<file path="src/rtl/mem_fair_responder.sv">
// mem_fair_responder
//   Multi-channel memory-bus responder for formal/simulation environments.
//   Each of NCH channels independently grants its request after a bounded,
//   nondeterministically chosen stall, checks that the request stays stable
//   while waiting, and counts completed transactions (saturating).
//
//   Optional feature macro: MEM_FAIR_RESP_ERR_EN
//     defined   : ch_err = ch_gnt & nd_err (error responses injected)
//     undefined : ch_err tied to 0, nd_err ignored
//
// Ports
//   f_clk, g_resetn           clock, asynchronous active-low reset
//   ch_req/addr/wen/strb/wdata request side, channel i at slice i
//   ch_gnt/err/rdata          response side
//   nd_stall/nd_err/nd_rdata  nondeterministic choices (stall, error, read data)
//   viol_stable, viol_drop    sticky protocol-violation flags
//   txn_count                 per-channel saturating completed-transaction count
module mem_fair_responder #(
  parameter int NCH        = 2,
  parameter int MEM_ADDR_W = 64,
  parameter int MEM_DATA_W = 64,
  parameter int MEM_STRB_W = 8,
  parameter int MAX_STALL  = 7,
  parameter int SW         = 3,
  parameter int CNT_W      = 16
) (
  input  logic                      f_clk,
  input  logic                      g_resetn,
  input  logic [NCH-1:0]            ch_req,
  input  logic [NCH*MEM_ADDR_W-1:0] ch_addr,
  input  logic [NCH-1:0]            ch_wen,
  input  logic [NCH*MEM_STRB_W-1:0] ch_strb,
  input  logic [NCH*MEM_DATA_W-1:0] ch_wdata,
  output logic [NCH-1:0]            ch_gnt,
  output logic [NCH-1:0]            ch_err,
  output logic [NCH*MEM_DATA_W-1:0] ch_rdata,
  input  logic [NCH*SW-1:0]         nd_stall,
  input  logic [NCH-1:0]            nd_err,
  input  logic [NCH*MEM_DATA_W-1:0] nd_rdata,
  output logic [NCH-1:0]            viol_stable,
  output logic [NCH-1:0]            viol_drop,
  output logic [NCH*CNT_W-1:0]      txn_count
);

  localparam logic [0:0] ST_IDLE = 1'b0;
  localparam logic [0:0] ST_WAIT = 1'b1;

  localparam int            FLD_W     = MEM_ADDR_W + 1 + MEM_STRB_W + MEM_DATA_W;
  localparam logic [SW-1:0] STALL_MAX = SW'(MAX_STALL);

  function automatic logic [SW-1:0] clamp_stall(input logic [SW-1:0] s);
    return (s > STALL_MAX) ? STALL_MAX : s;
  endfunction

  function automatic logic [CNT_W-1:0] sat_inc(input logic [CNT_W-1:0] c);
    return (&c) ? c : c + 1'b1;
  endfunction

`ifndef MEM_FAIR_RESP_ERR_EN
  logic unused_nd_err;
  assign unused_nd_err = ^nd_err;
`endif

  for (genvar i = 0; i < NCH; i++) begin : g_ch
    logic [0:0]       state;
    logic [SW-1:0]    cnt;
    logic [SW-1:0]    stl;
    logic [FLD_W-1:0] fld;
    logic [FLD_W-1:0] snap;
    logic             req;
    logic             gnt;
    logic             vs_q;
    logic             vd_q;
    logic [CNT_W-1:0] txn_q;

    assign req = ch_req[i];
    assign stl = clamp_stall(nd_stall[i*SW +: SW]);
    assign fld = {ch_addr[i*MEM_ADDR_W +: MEM_ADDR_W], ch_wen[i],
                  ch_strb[i*MEM_STRB_W +: MEM_STRB_W],
                  ch_wdata[i*MEM_DATA_W +: MEM_DATA_W]};

    // Grant is combinational; gating with reset keeps every output at zero
    // while reset is held, even if a zero-stall request is present.
    always_comb begin
      gnt = 1'b0;
      if (g_resetn && req) begin
        if (state == ST_IDLE) gnt = (stl == '0);
        else                  gnt = (cnt == '0);
      end
    end

    always_ff @(posedge f_clk or negedge g_resetn) begin
      if (!g_resetn) begin
        state <= ST_IDLE;
        cnt   <= '0;
        vs_q  <= 1'b0;
        vd_q  <= 1'b0;
        txn_q <= '0;
      end else begin
        if (state == ST_IDLE) begin
          // cnt counts the remaining WAIT cycles before the grant cycle,
          // so the grant lands exactly stl cycles after the first req cycle.
          if (req && (stl != '0)) begin
            state <= ST_WAIT;
            cnt   <= stl - 1'b1;
          end
        end else begin
          if (!req) begin
            state <= ST_IDLE;
            vd_q  <= 1'b1;
          end else begin
            if (fld != snap) vs_q <= 1'b1;
            if (cnt == '0) state <= ST_IDLE;
            else           cnt   <= cnt - 1'b1;
          end
        end
        if (gnt) txn_q <= sat_inc(txn_q);
      end
    end

    // Request fields are captured on every idle request cycle; only the
    // capture taken when entering WAIT is ever compared against.
    always_ff @(posedge f_clk) begin
      if ((state == ST_IDLE) && req) snap <= fld;
    end

    assign ch_gnt[i]                          = gnt;
    assign ch_rdata[i*MEM_DATA_W +: MEM_DATA_W] =
      (gnt && !ch_wen[i]) ? nd_rdata[i*MEM_DATA_W +: MEM_DATA_W] : '0;
`ifdef MEM_FAIR_RESP_ERR_EN
    assign ch_err[i] = gnt & nd_err[i];
`else
    assign ch_err[i] = 1'b0;
`endif
    assign viol_stable[i]              = vs_q;
    assign viol_drop[i]                = vd_q;
    assign txn_count[i*CNT_W +: CNT_W] = txn_q;
  end

endmodule

</file>
<file path="config.mk">
export PLATFORM = sky130hd
export DESIGN_NAME = mem_fair_responder
export DESIGN_NICKNAME = d
export VERILOG_FILES = /design/src/rtl/mem_fair_responder.sv
export SDC_FILE = /design/constraint.sdc
export NUM_CORES = 1
export LEC_CHECK = 0
export BUFFER_PORTS_ARGS = -buffer_cell sky130_fd_sc_hd__buf_2
export CORE_AREA = 2 2 224 226
export DETAILED_ROUTE_END_ITERATION = 8
export DIE_AREA = 0 0 226 228
export PLACE_DENSITY = 0.49
export SKIP_LAST_GASP = 1
export SYNTH_ARGS = -nofsm -noshare
export SYNTH_HDL_FRONTEND = slang
export SYNTH_SLANG_ARGS = --single-unit
</file>
<file path="constraint.sdc">
create_clock -name f_clk -period 7.56 [get_ports f_clk]
set_input_delay 1.512 -clock f_clk [delete_from_list [all_inputs] [get_ports f_clk]]
set_output_delay 1.512 -clock f_clk [all_outputs]
set_load 0.02 [all_outputs]
</file>
* Yosys cells after proc, flatten, opt, wreduce, memory -nomap -nowiden *
Cells that the tools add are included.

storage, ports and cells
  bits of input ports = 414
  word-level logic and storage cells = 84
  output and inout bits = 168
  register bits = 318

cells by class
  reduce and logical (&&, ||, !) cells = 28
  bitwise gates (word level) = 6
  multiplexer cells = 24
  add/subtract/negate cells = 6
  eq/ne operators = 6
  order comparisons = 2

operator list
  operator                                                             count
  137-bit != test                                                      2
  64-bit two-way mux                                                   2
  16-bit by 1-bit adder with 16-bit output (second input constant)     2
  16-bit AND reduction                                                 2
  3-bit two-way mux                                                    10
  3-bit logical NOT                                                    4
  1-bit two-way mux                                                    12
  3-bit AND reduction                                                  4
  3-bit by 1-bit subtractor with 3-bit output (second input constant)  4
  1-bit logical AND                                                    8
  2-bit != test (second input constant)                                4
  2-bit AND reduction                                                  4
  3-bit greater-than comparator (second input constant)                2
  1-bit inverter                                                       6
  3-bit nonzero test                                                   2
  2-bit nonzero test                                                   2
  1-bit logical NOT                                                    2

* Logic depth before layout (Yosys ltp) *
Gate-level depths: netlist of run 1.

  depth after elaboration = 7
  mapped depth = 6
  gate-level depth less buffers = 6

* Worst setup path before layout of run 1 *
OpenSTA, ideal clock, no wires.

  kind = in2reg
  from = in ch_req[1]
  to = reg g_ch[1].snap[0] (enable)
  setup slack = -392 ps
  path buffers = 0
  setup time = 639 ps
  cell stages on the path = 2
  required time = 6921 ps
  data arrival time = 7313 ps
  path through = inv_1 nor2_1

on the way
  cells in the longest elaborated chain, start to end = 1

RTL lines
  element               RTL line  text
  start, declared       29        input logic [NCH-1:0] ch_req,
  1-bit logical AND     124       if ((state == ST_IDLE) && req) snap <= fld;
  end signal, assigned  124
  end, declared         69        logic [FLD_W-1:0] snap;

No other way between the ends.
A chain may end at the register's enable or synchronous reset.

* Worst setup path after layout of run 1 *
  from = in g_resetn
  to = out ch_rdata[126]

on the way
  cells in the longest elaborated chain, start to end = 4

RTL lines
  element             RTL line  text
  start, declared     28        input logic g_resetn,
  1-bit logical AND   86        if (g_resetn && req) begin
  1-bit two-way mux   86
  1-bit logical AND   129       (gnt && !ch_wen[i]) ? nd_rdata[i*MEM_DATA_W +: MEM_DATA_W] : '0;
  64-bit two-way mux  129
  end, declared       36        output logic [NCH*MEM_DATA_W-1:0] ch_rdata,

No other way between the ends.

==> results of run 1 <==
-- cells by family (layout without fill, tap and decap cells) --
logic type,after synthesis,count (layout)
AO/OA/AOI/OAI,29,29
XOR/XNOR,298,298
adder cells (fa/ha/maj),4,4
buffers and inverters,38,664
flip-flops,318,318
multiplexers,9,9
other,1,9
AND/OR/NAND/NOR,290,290
-- metrics by stage --
| stage | std cells | cell area, um2 | setup WS [ns] | utilization, % | total power (uW) |
|---|---|---|---|---|---|
| floorplan | 988 | 14300 | 2.00 | - | 2460 |
| global placement | 2221 | 18000 | 2.81 | 36.4 | 2690 |
| detailed placement | 2221 | 18000 | 2.75 | 36.4 | 2700 |
| CTS | 2286 | 19100 | 2.76 | 38.8 | 4490 |
| global route | 2289 | 19100 | 2.59 | 38.8 | 4610 |
| finish | 2293 | 19200 | 2.80 | 38.8 | 4400 |
-- worst max-delay path by stage --
| stage | from | endpoint | slack, ns | cells past startpoint |
|---|---|---|---|---|
| 3_3_place_gp | g_resetn | ch_rdata[115] | 2.81 | 6 |
| 4_1_cts | g_resetn | ch_rdata[126] | 2.76 | 6 |
| 6_report | g_resetn | ch_rdata[126] | 2.80 | 6 |
| 3_5_place_dp | g_resetn | ch_rdata[126] | 2.75 | 6 |
| 2_1_floorplan | ch_req[0] | g_ch[0].snap[0] | 2.00 | 2 |
| 5_1_grt | g_resetn | ch_rdata[126] | 2.59 | 6 |
-- synth_stat cells (all sizes together) (4+ instances only) --
master | number | area, um2
buf | 10 | 70.1
xnor2 | 29 | 254
inv | 15 | 56.3
nor3 | 8 | 40.0
and4 | 4 | 35.0
nand4 | 25 | 163
nand2 | 24 | 90.1
edfxtp | 274 | 8230
clkbuf | 13 | 56.3
mux2 | 4 | 45.0
mux2i | 5 | 50.1
nor4 | 70 | 468
nand3 | 5 | 25.0
ha | 4 | 50.1
a21oi | 7 | 38.8
xor2 | 269 | 2360
nor2 | 15 | 58.8
dfrtp | 44 | 1100
and2 | 130 | 813
-- per-layer routing --
metal  part of all wire (%)  vias to the layer above  GRT usage, %  routed length, um
li1                       -                     4751             -                  -
met1                     41                     4662          17.9              16100
met2                     46                      346          24.0              18300
met3                    9.3                       83          5.76               3670
met4                    2.7                       32          5.24               1070
met5                   0.52                        -             0                205
-- cell type report --
cell class	count	area, um2
Fill cell	4796	30200
Sequential cell	318	9330
Multi-Input combinational cell	632	4800
Timing Repair Buffer	584	2940
Clock buffer	52	1040
Tap cell	672	841
Clock inverter	13	118
Inverter	15	56.3
Antenna cell	7	17.5
-- flip-flops by register name, indices dropped and copies added (netlist names) --
register and count:
g_ch.txn_q 32, g_ch.vs_q 2, g_ch.state 2, g_ch.cnt 6, g_ch.vd_q 2, g_ch.snap 274
-- power by group --
| group | internal [uW] | switching, uW | total [uW] |
|---|---|---|---|
| Clock | 1030 | 717 | 1750 |
| Combinational | 219 | 282 | 501 |
| Sequential | 2080 | 78.1 | 2160 |
| Total | 3330 | 1080 | 4400 |
-- worst max-delay path: stages --
cell and delay [ns]:
buf_2 0.45, o2111ai_2 0.34, nor2_2 0.15, buf_4 0.39, and2_1 0.21, buf_2 0.17
==> summary.md, run 1 <==
| Metric | Value |
|---|---|
| Vias/cell | 4.31 |
| Placer Congestion | 0.897 |
| Total clock sinks | 318 |
| Synth unique cells | 46 |
| H-tree Lvls | 2 |
| Worst R2R Path Depth | 3 |
| Die ar. | 51500 um2 |
| Number of synthesized register bits | 318 |
| Final WL | 39.3 mm |
| Commonest register cell after synthesis | edfxtp_1 |
| Fmax achieved | 210 MHz |
| Initial DRC Count | 430 |
| WL/cell | 17.1 um |
| Area Overhead vs Synth | 34.0% |
| Ys Warns | 0 |
| Reg2Reg Setup Slack | 4.82 ns |
| Slew HR | 27.9% |
| # rows | 82 |
| Adder-cell area share of the yosys netlist | 0.350% |
| Initial antenna violation count | 26 |
| Capturing point of the worst reg2reg path | g_ch[0].snap[101] |
| Syn Std Cell Area | 14300 um2 |
| # setup viols final | 0 |
| Slew @ Worst Pin | 1.08 ns |
| Gr usage total | 14.8% |
| Final ANT Viol Nets | 0 |
| Final Skew | 0.0102 ns |
| Number of post-CTS setup repair buffers | 0 |
| CP Max Fanout | 64 |
| Commonest non-fill, non-tap cell in the layout | buf_2 |
| Resized cells post-CTS | 0 |
| Synth Area in Compound Gates | 1.75% |
| PwrDens | 230 nW/um2 |
| Setup TNS | 0 ns |
| Root Buffer | clkbuf_16 |
| Worst Hold Depth | 1 |
| Mux cell area share after synthesis | 0.665% |
| Largest family of logic cells by synthesized area | XOR/XNOR gates |
| Starting Density | 29.0% |
| Vias in the first global route | 10100 |
| Reg2Reg Launch Point | g_ch[0].state |
| Width of the die | 226 um |
| Worst-path clk slew | 0.06 ns |
| Syn Inst Count | 987 |
| Final period demand of the worst path | 4.76 ns |
| Hold path startpoint | g_ch[0].vd_q |
| Gr ovfl total | 0 |
| Final HPWL DP | 30.6 mm |
| Worst Path Required | 6.05 ns |
| Max cap viols | 0 |
| Seq/Total Area, Yosys | 65.3% |
| Peak VDD IR | 0.000182 V |
| Synth Area in XOR/XNOR | 18.3% |
| TritonCTS clock tree | built |
| HP Class | register to register |
| Status | finished, final reports clean |
| Simple-Gate Fraction of Synth Area | 12.4% |
| Hold_buf cts | 0 |
| Core ar. | 49300 um2 |
| WHS | 0.450 ns |
| Cts bufs inserted | 38 |
| RSZ-0062 raised after global routing | false |
| Layout Nets | 2007 |
| Crit Path Category | input pin to output pin |
| First-pass GRT wire length | 58.2 mm |
| Num ports | 582 |
| Final-report hold violation count | 0 |
| Worst hold endpoint | g_ch[0].vd_q |
| Most frequent cells in the layout | buf_2, edfxtp_1, xor2_1, and2_1, nor4_1 |
| Critical path arrival | 3.24 ns |
| Ys async rst share | 13.8% |
| EDFF count, synth | 274 |
| Longest Clk Path Bufs | 3 |
| Startpoint type of the worst setup path | input pin |
| Vias post-DR | 9874 |
| PortBufs | 577 |
| TritonRoute pass-1 iters | 7 |
| Residual DRC | 0 |
| Worst skew pair latency | 0.54 ns |
| Syn avg cell area | 14.5 um2 |
| Crit end category | output pin |
| Slew Viols, Final | 0 |
| Die Ht | 228 um |
| Fin crit share | 62.9% |
| Largest net degree at the start of global routing | 81 |
| LEAKAGE | 0.00825 uW |
| Share of layout cells above drive strength 1 | 40.3% |
Power figures use the tool's default switching activity.
==> inputs of run 2 (changes only) <==
--- a/config.mk
+++ b/config.mk
@@ -5,11 +5,12 @@
 export SDC_FILE = /design/constraint.sdc
 export NUM_CORES = 1
 export LEC_CHECK = 0
+export ABC_AREA = 1
 export BUFFER_PORTS_ARGS = -buffer_cell sky130_fd_sc_hd__buf_2
-export CORE_AREA = 2 2 224 226
+export CORE_AREA = 2 2 228 230
 export DETAILED_ROUTE_END_ITERATION = 8
-export DIE_AREA = 0 0 226 228
-export PLACE_DENSITY = 0.49
+export DIE_AREA = 0 0 230 232
+export PLACE_DENSITY = 0.52
 export SKIP_LAST_GASP = 1
 export SYNTH_ARGS = -nofsm -noshare
 export SYNTH_HDL_FRONTEND = slang
==> constraint.sdc (replaced) <==
create_clock -name f_clk -period 3.9 [get_ports f_clk]
set_input_delay 0.78 -clock f_clk [delete_from_list [all_inputs] [get_ports f_clk]]
set_output_delay 0.78 -clock f_clk [all_outputs]
set_load 0.02 [all_outputs]
==> run 2 against run 1 <==
Sequential power is 96% higher. Utilization is 1.6 points higher. Largest cell class unchanged. Die area is 3.6% higher. Combinational power grew to 2.6 times the previous value. Critical path type is now register to output pin.
==> summary.md, run 2 <==
| Metric | Value |
|---|---|
| Slew HR | 40.8% |
| Longest Clk Path Bufs | 3 |
| Final Skew | 0.0184 ns |
| Largest family of logic cells by synthesized area | simple AND/OR/NAND/NOR gates |
| Synth area leaders | edfxtp_1, xnor2_1, dfrtp_1 |
| Most frequent cell after synthesis | edfxtp_1 |
| Fin crit share | 90.8% |
| Commonest non-fill, non-tap cell in the layout | buf_2 |
| Internal power | 6550 uW |
| Layout Nets | 2468 |
| Synth Area in XOR/XNOR | 14.9% |
| # fillers | 5024 |
| Clock Power Share | 37.5% |
| Most flops, register | g_ch.snap |
| RSZ-0062 raised after global routing | false |
| # setup viols final | 0 |
| Crit end category | output pin |
| PortBufs | 577 |
| Capturing point of the worst reg2reg path | g_ch[0].txn_q[9] |
| Footprint of the multi-input gates | 5310 um2 |
| Vias/cell | 4.15 |
| Syn avg cell area | 10.9 um2 |
| Net Switching | 2340 uW |
| HP Class | input pin to asynchronous set/reset pin |
| Crit Path Category | register to output pin |
| LEAKAGE | 0.00930 uW |
| Fmax achieved | 282 MHz |
| Synth Area in Compound Gates | 0.797% |
| # rows | 83 |
| Share of layout cells above drive strength 1 | 34.5% |
| Hold_buf cts | 0 |
| Reg2Reg Setup Slack | 1.53 ns |
| Seq pwr share | 47.7% |
| Simple-Gate Fraction of Synth Area | 17.5% |
| Final ANT Viol Nets | 0 |
| Commonest cells post-synth | edfxtp_1, nand2_1, xnor2_1, inv_1, nor2_1 |
| Startpoint type of the worst setup path | register |
| TritonCTS clock tree | built |
| Syn Inst Count | 1440 |
| Resized cells post-CTS | 0 |
| Synth unique cells | 31 |
| Max reg flops | 274 |
| Setup ws final | 0.359 ns |
| Final HPWL DP | 34.4 mm |
| Gr usage total | 15.2% |
| Placed Instances | 2689 |
| Area Overhead vs Synth | 31.1% |
| Die Ht | 232 um |
| Adder-cell area share of the yosys netlist | 0.319% |
| Max cap viols | 0 |
| Worst-path clk slew | 0.06 ns |
| Worst Path Required | 3.12 ns |
| Critical path arrival | 2.76 ns |
| Combinational Power Share | 14.8% |
| Root Buffer | clkbuf_16 |
| CP Max Fanout | 16 |
| Placer Congestion | 0.824 |
| First-pass GRT wire length | 62.3 mm |
| WHS | 0.294 ns |
| Register area | 9330 um2 |
| Initial antenna violation count | 19 |
| Final-report hold violation count | 0 |
| Total clock sinks | 318 |
| Width of the die | 230 um |
| Most frequent cells in the layout | buf_2, edfxtp_1, nand2_1, xnor2_1, inv_1 |
| Mux cell area share after synthesis | 0.127% |
| Peak VDD IR | 0.000335 V |
| Worst R2R Path Depth | 8 |
| Setup TNS | 0 ns |
| Num ports | 582 |
| Seq/Total Area, Yosys | 59.4% |
| Worst skew pair latency | 0.56 ns |
| Ys Warns | 0 |
| H-tree Lvls | 2 |
| Number of synthesized register bits | 318 |
| Die ar. | 53400 um2 |
| Cts bufs inserted | 39 |
| Core ar. | 50900 um2 |
| Final period demand of the worst path | 3.54 ns |
| PwrDens | 432 nW/um2 |
| Switching Share | 26.3% |
| Commonest register cell after synthesis | edfxtp_1 |
| Non-Filler Instances | 2764 |
| Ys async rst share | 13.8% |
| Top Registers | g_ch.snap x274, g_ch.txn_q x32, g_ch.cnt x6 |
| WL/cell | 15.4 um |
| Vias post-DR | 11500 |
| Post-synth top area share | 52.4% |
| EDFF count, synth | 274 |
| Pre-CTS setup slack | 0.570 ns |
| Number of post-CTS setup repair buffers | 0 |
| Syn Std Cell Area | 15700 um2 |
| Initial DRC Count | 649 |
| Final WL | 42.6 mm |
| Largest net degree at the start of global routing | 65 |
| Slew @ Worst Pin | 0.885 ns |
| Synth area leader | edfxtp_1 |
| Slew Viols, Final | 0 |
| Vias in the first global route | 11000 |
| Gr ovfl total | 0 |
| Starting Density | 30.9% |
| Residual DRC | 0 |
| Status | finished, final reports clean |
| Reg2Reg Launch Point | g_ch[0].state |
| Util after Layout | 40.4% |
| TritonRoute pass-1 iters | 5 |
run 2: cell type report:
type,count,area share (%)
inverters,226,4.12
flip-flops and latches,318,45.3
multi-input cells,873,25.8
repair buffers,592,14.9
clock buffers,44,4.83
diodes,7,0.0851
clock inverters,24,0.845
well taps,680,4.13
run 2: how the worst max path moves through the flow:
stage / from / endpoint / slack (ns) / depth (start not counted)
final: g_ch[0].state / ch_rdata[14] / 0.36 / 8
after detailed placement: nd_stall[2] / ch_rdata[14] / 0.57 / 9
after global routing: g_ch[0].state / ch_rdata[53] / 0.03 / 8
after floorplan: ch_req[0] / g_ch[0].snap[0] / 0.63 / 2
after CTS: g_ch[0].state / ch_rdata[14] / 0.24 / 8
after global placement: nd_stall[2] / ch_rdata[58] / 0.58 / 9
run 2: critical path: stages, from the launching register on:
cell	delay, ns
dfrtp_1	0.54
inv_1	0.12
nor3_1	0.15
o21ba_2	0.18
nand3_2	0.17
or2_4	0.45
buf_4	0.31
nor2_4	0.10
buf_2	0.16
run 2: logic make-up (layout without fill, tap and decap cells):
| group | after synthesis | count (layout) |
|---|---|---|
| flip-flops | 318 | 318 |
| other | 1 | 9 |
| AO/OA/AOI/OAI | 22 | 22 |
| adder cells (fa/ha/maj) | 4 | 4 |
| AND/OR/NAND/NOR | 576 | 576 |
| multiplexers | 2 | 2 |
| buffers and inverters | 250 | 886 |
| XOR/XNOR | 267 | 267 |
run 2: routing by layer:
metal	global-route usage, %	share of wire (%)	vias to the layer above
met5	0	0.15	-
met4	6.53	3.1	10
met3	4.13	7.1	82
met2	25.6	50	381
met1	18.3	40	5276
li1	-	-	5734
run 2: power groups by stage:
stage	clock network (uW)	registers, uW	logic [uW]
after floorplan	0	4340	757
after global placement	0	4300	1300
after detailed placement	0	4310	1330
after CTS	3480	4240	1330
after global routing	3600	4280	1460
final	3330	4240	1310
run 2: metrics by stage:
stage	instance area (um2)	total power, uW
6_report	20600	8890
3_5_place_dp	19400	5640
5_1_grt	20600	9340
2_1_floorplan	15700	5100
4_1_cts	20600	9050
3_3_place_gp	19400	5600
